## src/rtl/seq_divider_nbit_if.sv

```systemverilog
// rtl/seq_divider_nbit_if.sv - start/done handshake and operand/result bundle for the sequential divider
interface seq_divider_nbit_if #(
  parameter int N = 32
);
  logic         start;
  logic [N-1:0] dividend;
  logic [N-1:0] divisor;
  logic         busy;
  logic         done;
  logic [N-1:0] quotient;
  logic [N-1:0] remainder;
  logic         div_by_zero;

  // Control unit side: issues requests, observes results
  modport master (
    output start, dividend, divisor,
    input  busy, done, quotient, remainder, div_by_zero
  );

  // Divider side
  modport slave (
    input  start, dividend, divisor,
    output busy, done, quotient, remainder, div_by_zero
  );
endinterface

```

## src/rtl/seq_divider_nbit.sv

```systemverilog
// rtl/seq_divider_nbit.sv - multi-cycle unsigned restoring divider, one quotient bit per cycle
module seq_divider_nbit #(
  parameter int N = 32
) (
  input  logic              clk,
  input  logic              rst_n,
  seq_divider_nbit_if.slave bus
);
  localparam int CW = $clog2(N + 1);

  typedef enum logic [1:0] {
    IDLE = 2'd0,
    RUN  = 2'd1,
    DONE = 2'd2
  } state_t;

  state_t state, next_state;

  // Working registers: Q doubles as dividend shifter and quotient collector,
  // R is one bit wider than the operands so the trial subtraction never overflows.
  logic [N-1:0]  q_reg;
  logic [N-1:0]  d_reg;
  logic [N:0]    r_reg;
  logic [CW-1:0] count;

  // Registered outputs
  logic          busy_reg;
  logic          done_reg;
  logic          dbz_reg;
  logic [N-1:0]  quot_reg;
  logic [N-1:0]  rem_reg;

  logic          accept;
  logic          last_iter;
  logic          zero_divisor;

  // Datapath for one iteration
  logic [N:0]    a_op;
  logic [N:0]    b_op;
  logic [N:0]    trial;
  logic [N+1:0]  carry;
  logic          trial_ok;
  logic [N:0]    r_iter;
  logic [N-1:0]  q_iter;

  // After a restoring step R is always below D, so its top bit is zero
  // and never shifted into the next partial remainder.
  logic          unused_r_msb;
  assign unused_r_msb = r_reg[N];

  assign zero_divisor = (bus.divisor == '0);

  // Shift {R,Q} left by one; the new partial remainder picks up Q's MSB
  assign a_op = {r_reg[N-1:0], q_reg[N-1]};
  // Subtract by adding the inverted zero-extended divisor with carry-in of one
  assign b_op     = ~{1'b0, d_reg};
  assign carry[0] = 1'b1;

  genvar i;
  generate
    for (i = 0; i <= N; i++) begin : g_fa
      assign trial[i]   = a_op[i] ^ b_op[i] ^ carry[i];
      assign carry[i+1] = (a_op[i] & b_op[i]) | (carry[i] & (a_op[i] ^ b_op[i]));
    end
  endgenerate

  // Carry-out set means the difference is non-negative: keep it, quotient bit 1
  assign trial_ok = carry[N+1];
  assign r_iter   = trial_ok ? trial : a_op;
  assign q_iter   = {q_reg[N-2:0], trial_ok};

  // State register
  always_ff @(posedge clk or negedge rst_n) begin
    if (!rst_n) begin
      state <= IDLE;
    end else begin
      state <= next_state;
    end
  end

  // Next-state logic and per-cycle control strobes
  always_comb begin
    next_state = state;
    accept     = 1'b0;
    last_iter  = 1'b0;
    case (state)
      IDLE: begin
        if (bus.start) begin
          accept     = 1'b1;
          next_state = zero_divisor ? DONE : RUN;
        end
      end
      RUN: begin
        last_iter = (count == CW'(N - 1));
        if (last_iter) begin
          next_state = DONE;
        end
      end
      DONE: begin
        next_state = IDLE;
      end
      default: begin
        next_state = IDLE;
      end
    endcase
  end

  // Operand capture and shift-subtract iterations
  always_ff @(posedge clk or negedge rst_n) begin
    if (!rst_n) begin
      q_reg <= '0;
      d_reg <= '0;
      r_reg <= '0;
      count <= '0;
    end else if (accept) begin
      q_reg <= bus.dividend;
      d_reg <= bus.divisor;
      r_reg <= '0;
      count <= '0;
    end else if (state == RUN) begin
      q_reg <= q_iter;
      r_reg <= r_iter;
      count <= count + CW'(1);
    end
  end

  // Result registers: loaded on the edge that enters DONE, held until the next accept
  always_ff @(posedge clk or negedge rst_n) begin
    if (!rst_n) begin
      quot_reg <= '0;
      rem_reg  <= '0;
      dbz_reg  <= 1'b0;
    end else if (accept) begin
      dbz_reg <= zero_divisor;
      if (zero_divisor) begin
        quot_reg <= '1;
        rem_reg  <= bus.dividend;
      end
    end else if (last_iter) begin
      quot_reg <= q_iter;
      rem_reg  <= r_iter[N-1:0];
    end
  end

  // Status flags registered from the upcoming state so they align with it
  always_ff @(posedge clk or negedge rst_n) begin
    if (!rst_n) begin
      busy_reg <= 1'b0;
      done_reg <= 1'b0;
    end else begin
      busy_reg <= (next_state == RUN);
      done_reg <= (next_state == DONE);
    end
  end

  assign bus.busy        = busy_reg;
  assign bus.done        = done_reg;
  assign bus.quotient    = quot_reg;
  assign bus.remainder   = rem_reg;
  assign bus.div_by_zero = dbz_reg;
endmodule
```

## src/flat_wrapper.sv

```systemverilog
// flat-port wrapper written by rule: the top's interface ports become plain ports
module seq_divider_nbit_flat 
#(
  parameter int N = 32
)
  (clk, rst_n, bus_start, bus_dividend, bus_divisor, bus_busy, bus_done, bus_quotient, bus_remainder, bus_div_by_zero);
  seq_divider_nbit_if #(.N(N)) bus_i ();
  input  logic clk;
  input  logic rst_n;
  input wire logic [$bits(bus_i.start)-1:0] bus_start;
  input wire logic [$bits(bus_i.dividend)-1:0] bus_dividend;
  input wire logic [$bits(bus_i.divisor)-1:0] bus_divisor;
  output wire logic [$bits(bus_i.busy)-1:0] bus_busy;
  output wire logic [$bits(bus_i.done)-1:0] bus_done;
  output wire logic [$bits(bus_i.quotient)-1:0] bus_quotient;
  output wire logic [$bits(bus_i.remainder)-1:0] bus_remainder;
  output wire logic [$bits(bus_i.div_by_zero)-1:0] bus_div_by_zero;
  assign bus_i.start = bus_start;
  assign bus_i.dividend = bus_dividend;
  assign bus_i.divisor = bus_divisor;
  assign bus_busy = bus_i.busy;
  assign bus_done = bus_i.done;
  assign bus_quotient = bus_i.quotient;
  assign bus_remainder = bus_i.remainder;
  assign bus_div_by_zero = bus_i.div_by_zero;
  seq_divider_nbit #(.N(N)) u_core (.clk(clk), .rst_n(rst_n), .bus(bus_i));
endmodule
```

## config.mk

```make
export PLATFORM = sky130hd
export DESIGN_NAME = seq_divider_nbit_flat
export DESIGN_NICKNAME = d
export VERILOG_FILES = /design/src/rtl/seq_divider_nbit_if.sv /design/src/rtl/seq_divider_nbit.sv /design/src/flat_wrapper.sv
export SDC_FILE = /design/constraint.sdc
export NUM_CORES = 1
export LEC_CHECK = 0
export CELL_PAD_IN_SITES_DETAIL_PLACEMENT = 1
export CELL_PAD_IN_SITES_GLOBAL_PLACEMENT = 1
export CORE_MARGIN = 2
export CORE_UTILIZATION = 30
export DETAILED_ROUTE_END_ITERATION = 16
export GPL_TIMING_DRIVEN = 0
export PLACE_DENSITY_LB_ADDON = 0.3
export SYNTH_ARGS = -nofsm -noshare
export SYNTH_HDL_FRONTEND = slang
export SYNTH_SLANG_ARGS = --single-unit
```

## constraint.sdc

```tcl
create_clock -name clk -period 16.4 [get_ports clk]
set_input_delay 4.92 -clock clk [delete_from_list [all_inputs] [get_ports clk]]
set_output_delay 4.92 -clock clk [all_outputs]
set_load 0.02 [all_outputs]
```

-- Yosys cells after proc, flatten, opt, wreduce, memory -nomap -nowiden
Cells that the tools add are included.
- bits in registers: 171
- input port bits: 67
- word-level logic and storage cells: 205
- add/subtract/negate cells: 1
- equal/unequal tests: 5
- muxes and demuxes: 20
- bitwise gates (word level): 164
- reduce and logical (&&, ||, !) cells: 5
- operator list (kind ; number):
    32-bit two-way mux ; 11
    1-bit bitwise AND ; 65
    1-bit bitwise XOR ; 64
    32-bit NOT with 33-bit output ; 1
    1-bit OR ; 33
    32-bit logical NOT ; 1
    6-bit two-way mux ; 2
    6-bit by 1-bit adder with 6-bit output (second input constant) ; 1
    6-bit by 5-bit == test with 1-bit output (second input constant) ; 1
    2-bit two-way mux ; 3
    2-bit by 1-bit == test with 1-bit output (second input constant) ; 2
    2-bit case mux with 2 select lines ; 1
    2-bit nonzero test ; 2
    1-bit two-way mux ; 3
    2-bit == test (second input constant) ; 1
    2-bit logical NOT ; 1
    2-bit != test (second input constant) ; 1
    2-bit AND reduction ; 1
    1-bit NOT ; 1

-- Logic depth before layout (Yosys ltp)
- depth after elaboration: 70
- mapped depth: 41

-- Worst setup path before layout
OpenSTA, ideal clock, no wires.
- path kind: reg2reg
- from: reg u_core.q_reg[31]
- to: reg u_core.rem_reg[15], in the netlist u_core.bus.remainder[15]
- library setup time: 124 ps
- data arrival time: 14484 ps
- slack: 1792 ps
- cell stages (with the launch flop): 42
- buffers on the path: 2
- cells stage by stage: dfrtp_1 -> inv_1 -> ha_1 -> inv_1 -> fa_1 -> fa_1 -> fa_1 -> fa_1 -> fa_1 -> fa_1 -> fa_1 -> fa_1 -> fa_1 -> fa_1 -> fa_1 -> fa_1 -> fa_1 -> fa_1 -> [... 6 more ...] -> fa_1 -> fa_1 -> fa_1 -> fa_1 -> fa_1 -> fa_1 -> fa_1 -> fa_1 -> fa_1 -> inv_1 -> fa_1 -> fa_1 -> nor2b_1 -> clkbuf_1 -> buf_2 -> mux2i_1 -> nor2_1 -> a211o_1
- word-level cells in the longest chain between the ends: 69
- RTL lines (what ; RTL line ; source):
    start, declared ; seq_divider_nbit.sv:21 ; logic [N-1:0] q_reg;
    start signal, assigned ; seq_divider_nbit.sv:116 ; q_reg <= bus.dividend;
    start signal, assigned ; seq_divider_nbit.sv:121 ; q_reg <= q_iter;
    1-bit bitwise AND / 1-bit bitwise XOR (equally long branches) ; seq_divider_nbit.sv:63 ; assign carry[i+1] = (a_op[i] & b_op[i]) | (carry[i] & (a_op[i] ^ b_op[i]));
    1-bit OR * ; seq_divider_nbit.sv:63 ;
    1-bit bitwise AND * ; seq_divider_nbit.sv:63 ;
    1-bit OR * ; seq_divider_nbit.sv:63 ;
    1-bit bitwise AND * ; seq_divider_nbit.sv:63 ;
    1-bit OR * ; seq_divider_nbit.sv:63 ;
    1-bit bitwise AND * ; seq_divider_nbit.sv:63 ;
    1-bit OR * ; seq_divider_nbit.sv:63 ;
    [... 53 more ...] ; -- ;
    1-bit OR ; seq_divider_nbit.sv:63 ;
    1-bit bitwise AND ; seq_divider_nbit.sv:63 ;
    1-bit OR ; seq_divider_nbit.sv:63 ;
    1-bit bitwise AND ; seq_divider_nbit.sv:63 ;
    1-bit OR ; seq_divider_nbit.sv:63 ;
    32-bit two-way mux * ; seq_divider_nbit.sv:69 ; assign r_iter = trial_ok ? trial : a_op;
    32-bit two-way mux * ; seq_divider_nbit.sv:139 ; end else if (last_iter) begin
    32-bit two-way mux * ; seq_divider_nbit.sv:133 ; end else if (accept) begin
    end signal, assigned ; seq_divider_nbit.sv:137 ; rem_reg <= bus.dividend;
    end signal, assigned ; seq_divider_nbit.sv:141 ; rem_reg <= r_iter[N-1:0];
    end, declared ; seq_divider_nbit.sv:31 ; logic [N-1:0] rem_reg;
Every way passes the cells marked *; elsewhere a longest branch is shown, timed or not. The select of a mux whose other input is x is not followed.
A chain may end at the register's enable or synchronous reset.

-- Final worst setup path
- from: reg u_core.q_reg[31]
- to: reg u_core.rem_reg[20], in the netlist u_core.bus.remainder[20]
- word-level cells in the longest chain between the ends: 69
- RTL lines (what ; RTL line):
    1-bit bitwise AND / 1-bit bitwise XOR (equally long branches) ; seq_divider_nbit.sv:63
    1-bit OR * ; seq_divider_nbit.sv:63
    1-bit bitwise AND * ; seq_divider_nbit.sv:63
    1-bit OR * ; seq_divider_nbit.sv:63
    1-bit bitwise AND * ; seq_divider_nbit.sv:63
    1-bit OR * ; seq_divider_nbit.sv:63
    1-bit bitwise AND * ; seq_divider_nbit.sv:63
    1-bit OR * ; seq_divider_nbit.sv:63
    [... 53 more ...] ; --
    1-bit OR ; seq_divider_nbit.sv:63
    1-bit bitwise AND ; seq_divider_nbit.sv:63
    1-bit OR ; seq_divider_nbit.sv:63
    1-bit bitwise AND ; seq_divider_nbit.sv:63
    1-bit OR ; seq_divider_nbit.sv:63
    32-bit two-way mux * ; seq_divider_nbit.sv:69
    32-bit two-way mux * ; seq_divider_nbit.sv:139
    32-bit two-way mux * ; seq_divider_nbit.sv:133
Marks and branches as above.

==> flow_summary.ini <==
[clock_tree]
cts_setup_buffers = 0
numCtsBuffers = 17
htreeDepth = 4
cts_root_buf = clkbuf_16
path_clk_slew_ps = 70
clockBufferDepth = 2
cts.sinks = 171
clk_latency_ps = 430
tritoncts = yes
ctsResizeCount = 0
cts-hold-fix-buffers = 0

[synthesis]
synth_mux_area_share_pct = 7.21
synth_cell_types = 40
synthAdderAreaFrac_pct = 7.61
synthCells = 841
yosysMostFrequentCell = dfrtp_1
synth_top_cell_by_area = dfrtp_1
ys_dominant_reg_cell = dfrtp_1
synth_seq_cells = 171
async_flop_share_pct = 100
synth-xor-area-share_pct = 0.103
synth_top_area_share_pct = 50.4
syn_area_um2 = 8490
synth.area.top_cells = dfrtp_1 (50%), fa_1 (7.3%), mux2i_1 (7.1%), o21ai_0 (5.8%), nand2_1 (4.9%)
synth_top_cells_by_count = dfrtp_1 (171), nand2_1 (111), nor2_1 (100)
synth-edff-count = 0
avgSynthCellArea_um2 = 10.1
synth_compound_area_share_pct = 16.7
synth_top_family_by_area = compound AO/OA/AOI/OAI gates
syn-num-nets = 941
synthSimpleGateAreaFrac_pct = 12.2
synth_seq_area_share_pct = 50.4
synth_warnings = 0

[flow_run]
max-cap-violations = 0

[global_routing]
grtUsageTotal_pct = 18.5
grt_max_degree = 95
grt_pass1_wl_mm = 41.4
grt_pass1_vias = 7315
grt_overflow = 0
antenna_found_initial = 1

[drt]
num_vias = 6801
drt-total-wl_mm = 26.4
antenna_left = 0
wl_per_cell_um = 19.1
via_per_inst = 4.91
firstDrtPassIters = 5
dr.first_iter.drc_count = 482
drc = 0

[sta]
fmax_mhz = 63.8
fin_skew_ps = 10.4
slew_viol_final = 0
slew_headroom_pct = 50.2
finalCritPeriodShare_pct = 95.6
worst_pin_slew_ps = 747
hold_viol = 0
finalCriticalPeriod_ps = 15670
tns_ps = 0
rsz0062_at_grt = no
setup_viol = 0

[run_status]
status = finished, final reports clean

[power_and_ir_drop]
leakagePower_nw = 4.30
ir_drop_v = 0.0000875
powerDensity_nw_per_um2 = 205

[final_layout]
seq_area_um2 = 4280
fill_cells = 3171
final_nets = 1094
fin_util_pct = 39.3
area_growth_syn_to_layout_pct = 28.7
insertedDiodeCount = 0
drive_above_1_share_pct = 7.85
multi_input_area_um2 = 3720

[place]
hpwl_mm = 20.1
gp_congestion = 0.816
port_buffers = 133

[die]
dieArea_um2 = 29600
pin_count = 134
start_util_pct = 30.5
die_x_um = 172
coreArea_um2 = 27800
rows = 61
fp.dieH_um = 172

[critical_path]
path_delay_family = adder cells
path_common_cell = fa_1
critical_path_class = flop to flop
max_stage_delay_ps = 490
critPathCaptureType = flop
crit_arrival_ps = 15990
cp_num_buf_inv = 5
slowest_stage = fa_1
critical_path_peak_fanout = 10
cp.required_ps = 16710
cp-start-kind = flop

[worst_hold_path]
worstHoldPathType = flop to flop
==> final timing paths <==
kind                             startpoint                  endpoint  slack (ps)  cells past startpoint
min in group asynchronous             rst_n           u_core.bus.done        4490                      1
max                        u_core.q_reg[31]  u_core.bus.remainder[20]         730                     41
max in group asynchronous             rst_n           u_core.d_reg[3]       11060                      2
max reg2reg                u_core.q_reg[31]  u_core.bus.remainder[20]         730                     41
min                         u_core.count[5]           u_core.count[5]         490                      1
min reg2reg                 u_core.count[5]           u_core.count[5]         490                      1
==> cells by family (layout without fill, tap and decap cells) <==
logic type,after synthesis,after routing
simple gates,240,240
xor+xnor,1,1
mux,61,61
compound gates,233,233
flops,171,171
buf+inv,102,268
fa+ha+maj,33,33
==> metrics by stage <==
stage / power [W] / hold WS (ps) / worst slack [ps] / std cells / instance area (um2)
5_1_grt: 0.00243 / 490 / 144 / 1385 / 10900
2_1_floorplan: 0.00142 / 444 / 1790 / 841 / 8490
4_1_cts: 0.00227 / 484 / 570 / 1385 / 10900
3_5_place_dp: 0.00184 / 472 / 612 / 1353 / 10300
3_3_place_gp: 0.00179 / 462 / 756 / 1352 / 10300
6_report: 0.00224 / 491 / 727 / 1385 / 10900
==> per-layer routing <==
metal,up-vias,track usage [%],routed length (um)
met2,162,29.8,12300
met1,3396,25.1,12400
met4,0,6.72,685
met5,-,0,0
met3,43,3.11,1060
li1,3200,-,-
==> placed cells by master, fill, tap and decap left out, types with 17 or more instances in the layout <==
cell             synthesis  final
buf_2                   24     24
clkbuf_16                0     17
a21oi_1                 36     36
dfrtp_1                171    171
o21ai_0                 99     99
a211o_1                 29     29
mux2i_1                 60     60
a31oi_1                 30     30
clkbuf_1                28     31
o31ai_1                 31     31
fa_1                    31     31
nand2_1                111    111
clkdlybuf4s50_1          0    132
inv_1                   34     34
nor2_1                 100    100
==> area by class of cell <==
type | instances | area share, %
sequential | 171 | 39.2
multi-input combinational | 568 | 34.0
clock inverter | 8 | 1.01
tap | 378 | 4.33
buffer | 68 | 3.30
timing repair buffer | 134 | 12.5
inverter | 34 | 1.17
clock buffer | 24 | 4.50
==> where the power goes <==
part,leakage [nW],switching (W),internal [W]
Sequential,1.92,0.000148,0.000627
Clock,0.287,0.000174,0.000242
Combinational,2.09,0.000585,0.000462
==> worst register-to-register path, delay by kind of cell (launching register included) <==
family          cells  cell delay (ps)
compound gates      1              270
flops               1              440
simple gates        2              270
fa+ha+maj          32            13310
buf+inv             5              910
mux                 1              360
No activity file was read; power rests on OpenSTA's default activity.
